===== config.mk =====
export PLATFORM = sky130hd
export DESIGN_NAME = imu_quat_delta_pipe
export DESIGN_NICKNAME = d
export VERILOG_FILES = /design/src/rtl/imu_quat_delta_pipe.sv
export SDC_FILE = /design/constraint.sdc
export NUM_CORES = 2
export LEC_CHECK = 0
export BUFFER_PORTS_ARGS = -buffer_cell sky130_fd_sc_hd__buf_4
export CAP_MARGIN = 20
export CORE_UTILIZATION = 40
export DETAILED_ROUTE_END_ITERATION = 6
export GPL_TIMING_DRIVEN = 0
export HOLD_SLACK_MARGIN = 0.06
export SLEW_MARGIN = 20
export SYNTH_ARGS = -nofsm -noshare
export SYNTH_HDL_FRONTEND = slang
export SYNTH_SLANG_ARGS = --single-unit

===== constraint.sdc =====
create_clock -name clk -period 7.35 [get_ports clk]
set_clock_uncertainty 0.05 [all_clocks]
set_input_delay 0 -clock clk [delete_from_list [all_inputs] [get_ports clk]]
set_output_delay 0 -clock clk [all_outputs]
set_load 0.005 [all_outputs]

===== src/rtl/imu_quat_delta_pipe.sv =====
// Gyro rate * dt to incremental rotation quaternion, 3-stage stallable valid/ready pipeline.
// Optional second-order scalar correction: define IMU_QDELTA_SCALAR_CORR_EN.
module imu_quat_delta_pipe #(
  parameter int W     = 16,
  parameter int DTW   = 32,
  parameter int QW    = 16,
  parameter int SHIFT = 14,
  parameter int CNTW  = 16
) (
  input  logic                 clk,
  input  logic                 rst,
  input  logic                 in_valid,
  output logic                 in_ready,
  input  logic signed [W-1:0]  wx,
  input  logic signed [W-1:0]  wy,
  input  logic signed [W-1:0]  wz,
  input  logic [DTW-1:0]       dt,
  output logic                 out_valid,
  input  logic                 out_ready,
  output logic signed [QW-1:0] dq0,
  output logic signed [QW-1:0] dq1,
  output logic signed [QW-1:0] dq2,
  output logic signed [QW-1:0] dq3,
  output logic                 sat,
  output logic [CNTW-1:0]      sat_cnt
);

  localparam int PW = W + DTW + 1;
  localparam logic signed [QW-1:0] ONE  = {1'b0, {(QW-1){1'b1}}};
  localparam logic signed [PW-1:0] QMAX = {{(PW-QW+1){1'b0}}, {(QW-1){1'b1}}};
  localparam logic signed [PW-1:0] QMIN = {{(PW-QW+1){1'b1}}, {(QW-1){1'b0}}};

  logic                 w_en;
  logic signed [W-1:0]  w_w     [3];
  logic signed [PW-1:0] w_prod  [3];
  logic signed [PW-1:0] w_sh    [3];
  logic signed [QW-1:0] w_clamp [3];
  logic [2:0]           w_clip;
  logic signed [QW-1:0] w_dq0;

  logic                 r_v1;
  logic signed [PW-1:0] r_p   [3];
  logic                 r_v2;
  logic signed [QW-1:0] r_s   [3];
  logic                 r_sat2;
  logic                 r_out_valid;
  logic signed [QW-1:0] r_dq  [3];
  logic signed [QW-1:0] r_dq0;
  logic                 r_sat;
  logic [CNTW-1:0]      r_sat_cnt;

  // One enable for the whole pipe: bubbles are carried, never squeezed out.
  assign w_en     = !r_out_valid || out_ready;
  assign in_ready = w_en && !rst;

  always_comb begin
    w_w[0] = wx;
    w_w[1] = wy;
    w_w[2] = wz;
    for (int unsigned k = 0; k < 3; k++) begin
      w_prod[k] = PW'(w_w[k]) * $signed(PW'(dt));
    end
  end

  always_comb begin
    w_clip = '0;
    for (int unsigned k = 0; k < 3; k++) begin
      w_sh[k] = r_p[k] >>> SHIFT;
      if (w_sh[k] > QMAX) begin
        w_clamp[k] = QW'(QMAX);
        w_clip[k]  = 1'b1;
      end else if (w_sh[k] < QMIN) begin
        w_clamp[k] = QW'(QMIN);
        w_clip[k]  = 1'b1;
      end else begin
        w_clamp[k] = w_sh[k][QW-1:0];
      end
    end
  end

`ifdef IMU_QDELTA_SCALAR_CORR_EN
  localparam int QW2 = 2 * QW;
  logic signed [QW2-1:0] w_sq [3];
  logic [QW2+1:0]        w_m;
  logic [QW2+1:0]        w_msh;

  // dq0 = ONE - |v|^2/2 in Q(QW-1): the square sum is Q(2QW-2), so >> QW halves and rescales.
  always_comb begin
    w_m = '0;
    for (int unsigned k = 0; k < 3; k++) begin
      w_sq[k] = QW2'(r_s[k]) * QW2'(r_s[k]);
      w_m     = w_m + {2'b00, w_sq[k]};
    end
    w_msh = w_m >> QW;
    if (w_msh > (QW2+2)'(ONE)) begin
      w_dq0 = '0;
    end else begin
      w_dq0 = ONE - QW'(w_msh);
    end
  end
`else
  assign w_dq0 = ONE;
`endif

  always_ff @(posedge clk) begin
    if (rst) begin
      r_v1        <= 1'b0;
      r_v2        <= 1'b0;
      r_out_valid <= 1'b0;
      r_sat2      <= 1'b0;
      r_sat       <= 1'b0;
      r_dq0       <= '0;
      r_p         <= '{default: '0};
      r_s         <= '{default: '0};
      r_dq        <= '{default: '0};
    end else if (w_en) begin
      r_v1        <= in_valid;
      r_v2        <= r_v1;
      r_out_valid <= r_v2;
      r_sat2      <= |w_clip;
      r_sat       <= r_sat2;
      r_dq0       <= w_dq0;
      for (int unsigned k = 0; k < 3; k++) begin
        r_p[k]  <= w_prod[k];
        r_s[k]  <= w_clamp[k];
        r_dq[k] <= r_s[k];
      end
    end
  end

  always_ff @(posedge clk) begin
    if (rst) begin
      r_sat_cnt <= '0;
    end else if (r_out_valid && out_ready && r_sat && (r_sat_cnt != '1)) begin
      r_sat_cnt <= r_sat_cnt + CNTW'(1);
    end
  end

  assign out_valid = r_out_valid;
  assign dq0       = r_dq0;
  assign dq1       = r_dq[0];
  assign dq2       = r_dq[1];
  assign dq3       = r_dq[2];
  assign sat       = r_sat;
  assign sat_cnt   = r_sat_cnt;

endmodule


# Yosys cells after proc, flatten, opt, wreduce, memory -nomap -nowiden

Cells that the tools add are included.

Register bits after elaboration: 265
Input port bits: 84
Output and inout bits: 83
Logic and storage cells: 47

Add/sub/neg operators: 1
Multipliers: 3
Order comparisons: 6
Eq/ne operators: 1
Multiplexer cells: 12
Reduce and logical (&&, ||, !) cells: 8

Operators by type and width:

| kind                                                            | number |
|---|---|
| multiplier 16 x 33 -> 49 bit                                    | 3 |
| greater-than comparator 35 x 16 -> 1 bit, second input constant | 3 |
| less-than comparator 35 x 16 -> 1 bit, second input constant    | 3 |
| 2-to-1 mux 16 bit                                               | 6 |
| adder 16 x 1 -> 16 bit, second input constant                   | 1 |
| inequality test 16 bit, second input constant                   | 1 |
| 2-to-1 mux 1 bit                                                | 6 |
| logical AND 1 bit                                               | 4 |
| OR reduction 3 bit                                              | 1 |
| zero test 1 bit                                                 | 2 |
| logical OR 1 bit                                                | 1 |

# Depth between registers and ports, before layout

Depth in word-level cells: 4
Gate-level depth with buffers: 26
Mapped depth without buffers: 24

# Least setup slack after synthesis

OpenSTA, ideal clock, no wires.

Kind: input-to-reg
Start point: input dt[7]
End point: register r_p[144] (netlist name)
Library setup time: 0.117 ns
Data arrival time: 5.987 ns
Required time: 7.183 ns
Path slack: 1.196 ns
Cell stages on the path: 25
Buffers on the path: 2
Cells stage by stage: clkbuf_1 -> clkbuf_1 -> nand2_1 -> fa_1 -> inv_1 -> fa_1 -> inv_1 -> fa_1 -> inv_1 -> fa_1 -> fa_1 -> inv_1 -> fa_1 -> inv_1 -> ha_1 -> a21oi_1 -> o21ai_0 -> a221o_1 -> a21oi_2 -> a211oi_1 -> o211a_1 -> o21ai_2 -> a21oi_1 -> or3_1 -> a32o_1

Longest elaborated chain between the ends: 1

Ends and longest elaborated chain:

| what                           | line | text |
|---|---|---|
| start: declaration             | 17   | `input logic [DTW-1:0] dt,` |
| multiplier 16 x 33 -> 49 bit   | 61   | `w_prod[k] = PW'(w_w[k]) * $signed(PW'(dt));` |
| end signal: indexed assignment | 124  | `r_p[k] <= w_prod[k];` |
| end: declaration               | 42   | `logic signed [PW-1:0] r_p [3];` |

No other way between the ends.
A chain may end at the register's enable or synchronous reset.

# Worst setup path after layout

Start point: input dt[18]
End point: register r_p[146] (netlist name)

The elaborated chain is that of the path after synthesis.

==> impl_metrics.yaml <==
place:
  globalplace.congestion: 1.011
  hpwlAfterDp_microns: 175400
  port_buffers: 133
  place_area_sq_um: 60660
grt:
  grt_use_met1_pct: 39.78
  met2_usage_pct: 44.61
  antenna_found_initial: 31
  grt-ovfl-total: 0
  grt_pass1_wl_microns: 309000
  busiest_layer: "met2"
  met3_usage_pct: 6.029
  grt_usage_pct: 29.19
  grt_pass1_vias: 47280
  grt_max_degree: 17
timing:
  finalHoldViolCount: 0
  fin_setup_tns_ns: 0
  rsz0062_at_grt: "false"
  slew_headroom_pct: 19.06
  drv_slew: 0
  max_freq_mhz: 137.4
  tightestPinTransition_ns: 1.214
  setup-violations-final: 0
  fin_crit_ns: 7.276
  finalCritPeriodShare_pct: 98.99
drt:
  avgRoutedWirePerCell_microns: 23.75
  via_per_inst: 5.300
  drc: 0
  final_antenna_net_count: 0
  routed_wl_microns: 207900
  drt_iter0_drc: 4578
  dr.pass1.iters: 6
  vias: 46390
floorplanning:
  die_w_microns: 379.8
  die_area_sq_um: 144200
  core_sq_um: 141600
  io_pins: 167
  start_util_pct: 40.32
  die_y_microns: 379.8
  num_rows: 138
cts:
  cts_root_buf: "clkbuf_16"
  cts_inserted_buffers: 23
  htree_num_levels: 1
  clk_pin_slew_ns: 0.06
  clock_sinks: 223
  clock_latency_ns: 0.57
  cts_tree: "yes"
  cts_max_path_buffers: 3
synth:
  syn_inst: 6665
  synth.avg_cell_area_sq_um: 8.566
  synth_xor_area_share_pct: 1.734
  ys_warn_count: 0
  syn_nets: 8454
  ys_ff_latch: 223
  syn-cell-area_sq_um: 57090
  synth_top_family_by_area: "adder cells"
  async_flop_share_pct: 0
  synth_edf_count: 0
  yosys_most_used_dff: "dfxtp_1"
  ys_types: 69
  synthSimpleGateAreaFrac_pct: 17.94
  synth_mux_area_share_pct: 0.03507
  seq_area_frac_synth_pct: 7.820
  synth-adder-area-share_pct: 53.82
  synth-compound-area-share_pct: 6.045
cells_and_area:
  area_delta_synth_final_pct: 7.752
  layout_commonest_cell: "inv_1"
  drive_above_1_share_pct: 3.942
  layout_common_cells: "inv_1 (1,511), fa_1 (1,251), nand2_1 (1,133)"
  final_area_sq_um: 61520
  final_nets: 8623
status:
  run_status: "complete, no violations"
critical_path:
  rr_worst_depth: 6
  cp.required_ns: 7.73
  crit_fanout: 10
  worstSetupPathType: "input pin to flop"
  arrival_ns: 7.66
  critPathCaptureType: "flop"
  cp-start-kind: "input pin"
hold_path:
  hold_depth: 3
  hp-class: "input pin to flop"
job:
  drv_cap: 0
-- path summary, 6_finish.rpt --
kind                          start                    end  slack [ns]
min reg2reg     dq3[6]$_SDFFE_PP0N_    dq3[6]$_SDFFE_PP0N_        0.40
max reg2reg  out_valid$_SDFFE_PP0N_  r_p[116]$_SDFFE_PP0N_        4.16
max                          dt[18]  r_p[146]$_SDFFE_PP0N_        0.07
min                             rst  r_p[139]$_SDFFE_PP0N_        0.17
-- what timing repair did --
action	4_1_cts	5_1_grt
endpoints found under the hold margin	6	0
hold buffers	2	0
pin swaps	0	0
gates resized for setup	5	86
buffers inserted	0	0
endpoints found under the setup margin	9	40
-- sequential cells by signal, indices dropped and copies added (netlist names) --
name	count
r_p	105
r_s	48
dq1	16
dq2	16
dq3	16
sat_cnt	16
dq0	1
out_valid	1
r_sat2	1
r_v1	1
r_v2	1
sat	1
-- cells by family after synthesis --
| logic type | count (synthesis) |
|---|---|
| flip-flops | 223 |
| other | 1 |
| AO/OA/AOI/OAI | 551 |
| AND/OR/NAND/NOR | 2169 |
| XOR/XNOR | 113 |
| multiplexers | 2 |
| adder cells (fa/ha/maj) | 1705 |
| buffers and inverters | 1901 |
-- Yosys cell counts, types with 3 or more instances --
library cell | number | area [sq um]
inv_1 | 1511 | 5672
fa_1 | 1251 | 25040
nand2_1 | 1133 | 4253
and2_1 | 648 | 4054
ha_1 | 454 | 5680
clkbuf_1 | 361 | 1355
dfxtp_1 | 223 | 4464
a21oi_1 | 210 | 1051
nor2_1 | 185 | 694.4
o21ai_0 | 121 | 605.6
a21o_1 | 71 | 533.0
xnor2_1 | 63 | 551.8
xor2_1 | 50 | 437.9
nand4_1 | 44 | 275.3
nand2b_1 | 37 | 231.5
a211oi_1 | 35 | 262.8
nand3_1 | 33 | 165.2
nor4_1 | 23 | 143.9
and3_1 | 21 | 131.4
o21bai_1 | 18 | 135.1
a31oi_1 | 16 | 100.1
buf_4 | 15 | 112.6
or3_1 | 12 | 75.07
nor3_1 | 11 | 55.05
buf_1 | 10 | 37.54
nor2b_1 | 10 | 62.56
a22o_1 | 8 | 70.07
a221o_1 | 6 | 60.06
a32o_1 | 5 | 50.05
and4_1 | 5 | 43.79
o211a_1 | 5 | 50.05
o21a_1 | 5 | 37.54
o21ai_1 | 5 | 25.02
a41oi_1 | 4 | 35.03
o2111ai_1 | 4 | 35.03
o211ai_1 | 4 | 30.03
a21boi_0 | 3 | 22.52
buf_2 | 3 | 15.01
o31ai_1 | 3 | 22.52
-- stage by stage --
step | std cells | util (%) | setup WS [ns] | hold slack, ns
floorplan | 6665 | - | 1.196 | 0.09045
global placement | 8688 | 42.70 | -1.777 | 0.2132
detailed placement | 8697 | 42.84 | -0.8340 | 0.2211
CTS | 8739 | 43.38 | 0.01298 | 0.1695
global route | 8742 | 43.43 | 0.0008447 | 0.1991
finish | 8753 | 43.45 | 0.07448 | 0.1673
-- worst max-delay path, cell delays in order --
cell and delay, ns:
clkdlybuf4s15_1 0.81, clkbuf_1 0.62, nand2_1 0.17, fa_1 0.53, fa_1 0.52, fa_1 0.51
inv_1 0.05, fa_1 0.46, fa_1 0.52, inv_1 0.05, fa_1 0.47, inv_1 0.04
ha_1 0.39, nand4_1 0.16, a211oi_1 0.48, o21ai_0 0.17, a21o_1 0.26, a21oi_1 0.51
o2111ai_1 0.23, nand2_1 0.14, a2111oi_0 0.09, or3b_2 0.47
-- metal layers --
metal  vias to the layer above  share of wire, %
met5                         -             0.055
met4                        18               5.5
met3                       444                10
met2                      2145                44
met1                     23810                41
li1                      19980                 -
-- cell type report --
type	instances	area, sq um
Antenna cell	14	35.03
Buffer	389	1597
Clock inverter	11	110.1
Tap cell	1890	2365
Sequential cell	223	4464
Fill cell	14360	80070
Timing Repair Buffer	144	1124
Multi-Input combinational cell	4541	45530
Inverter	1512	5675
Clock buffer	29	618.1
Power is left out: the tool's default activity adds up to more than one toggle a clock period on the data nets, which glitch-free logic cannot reach.
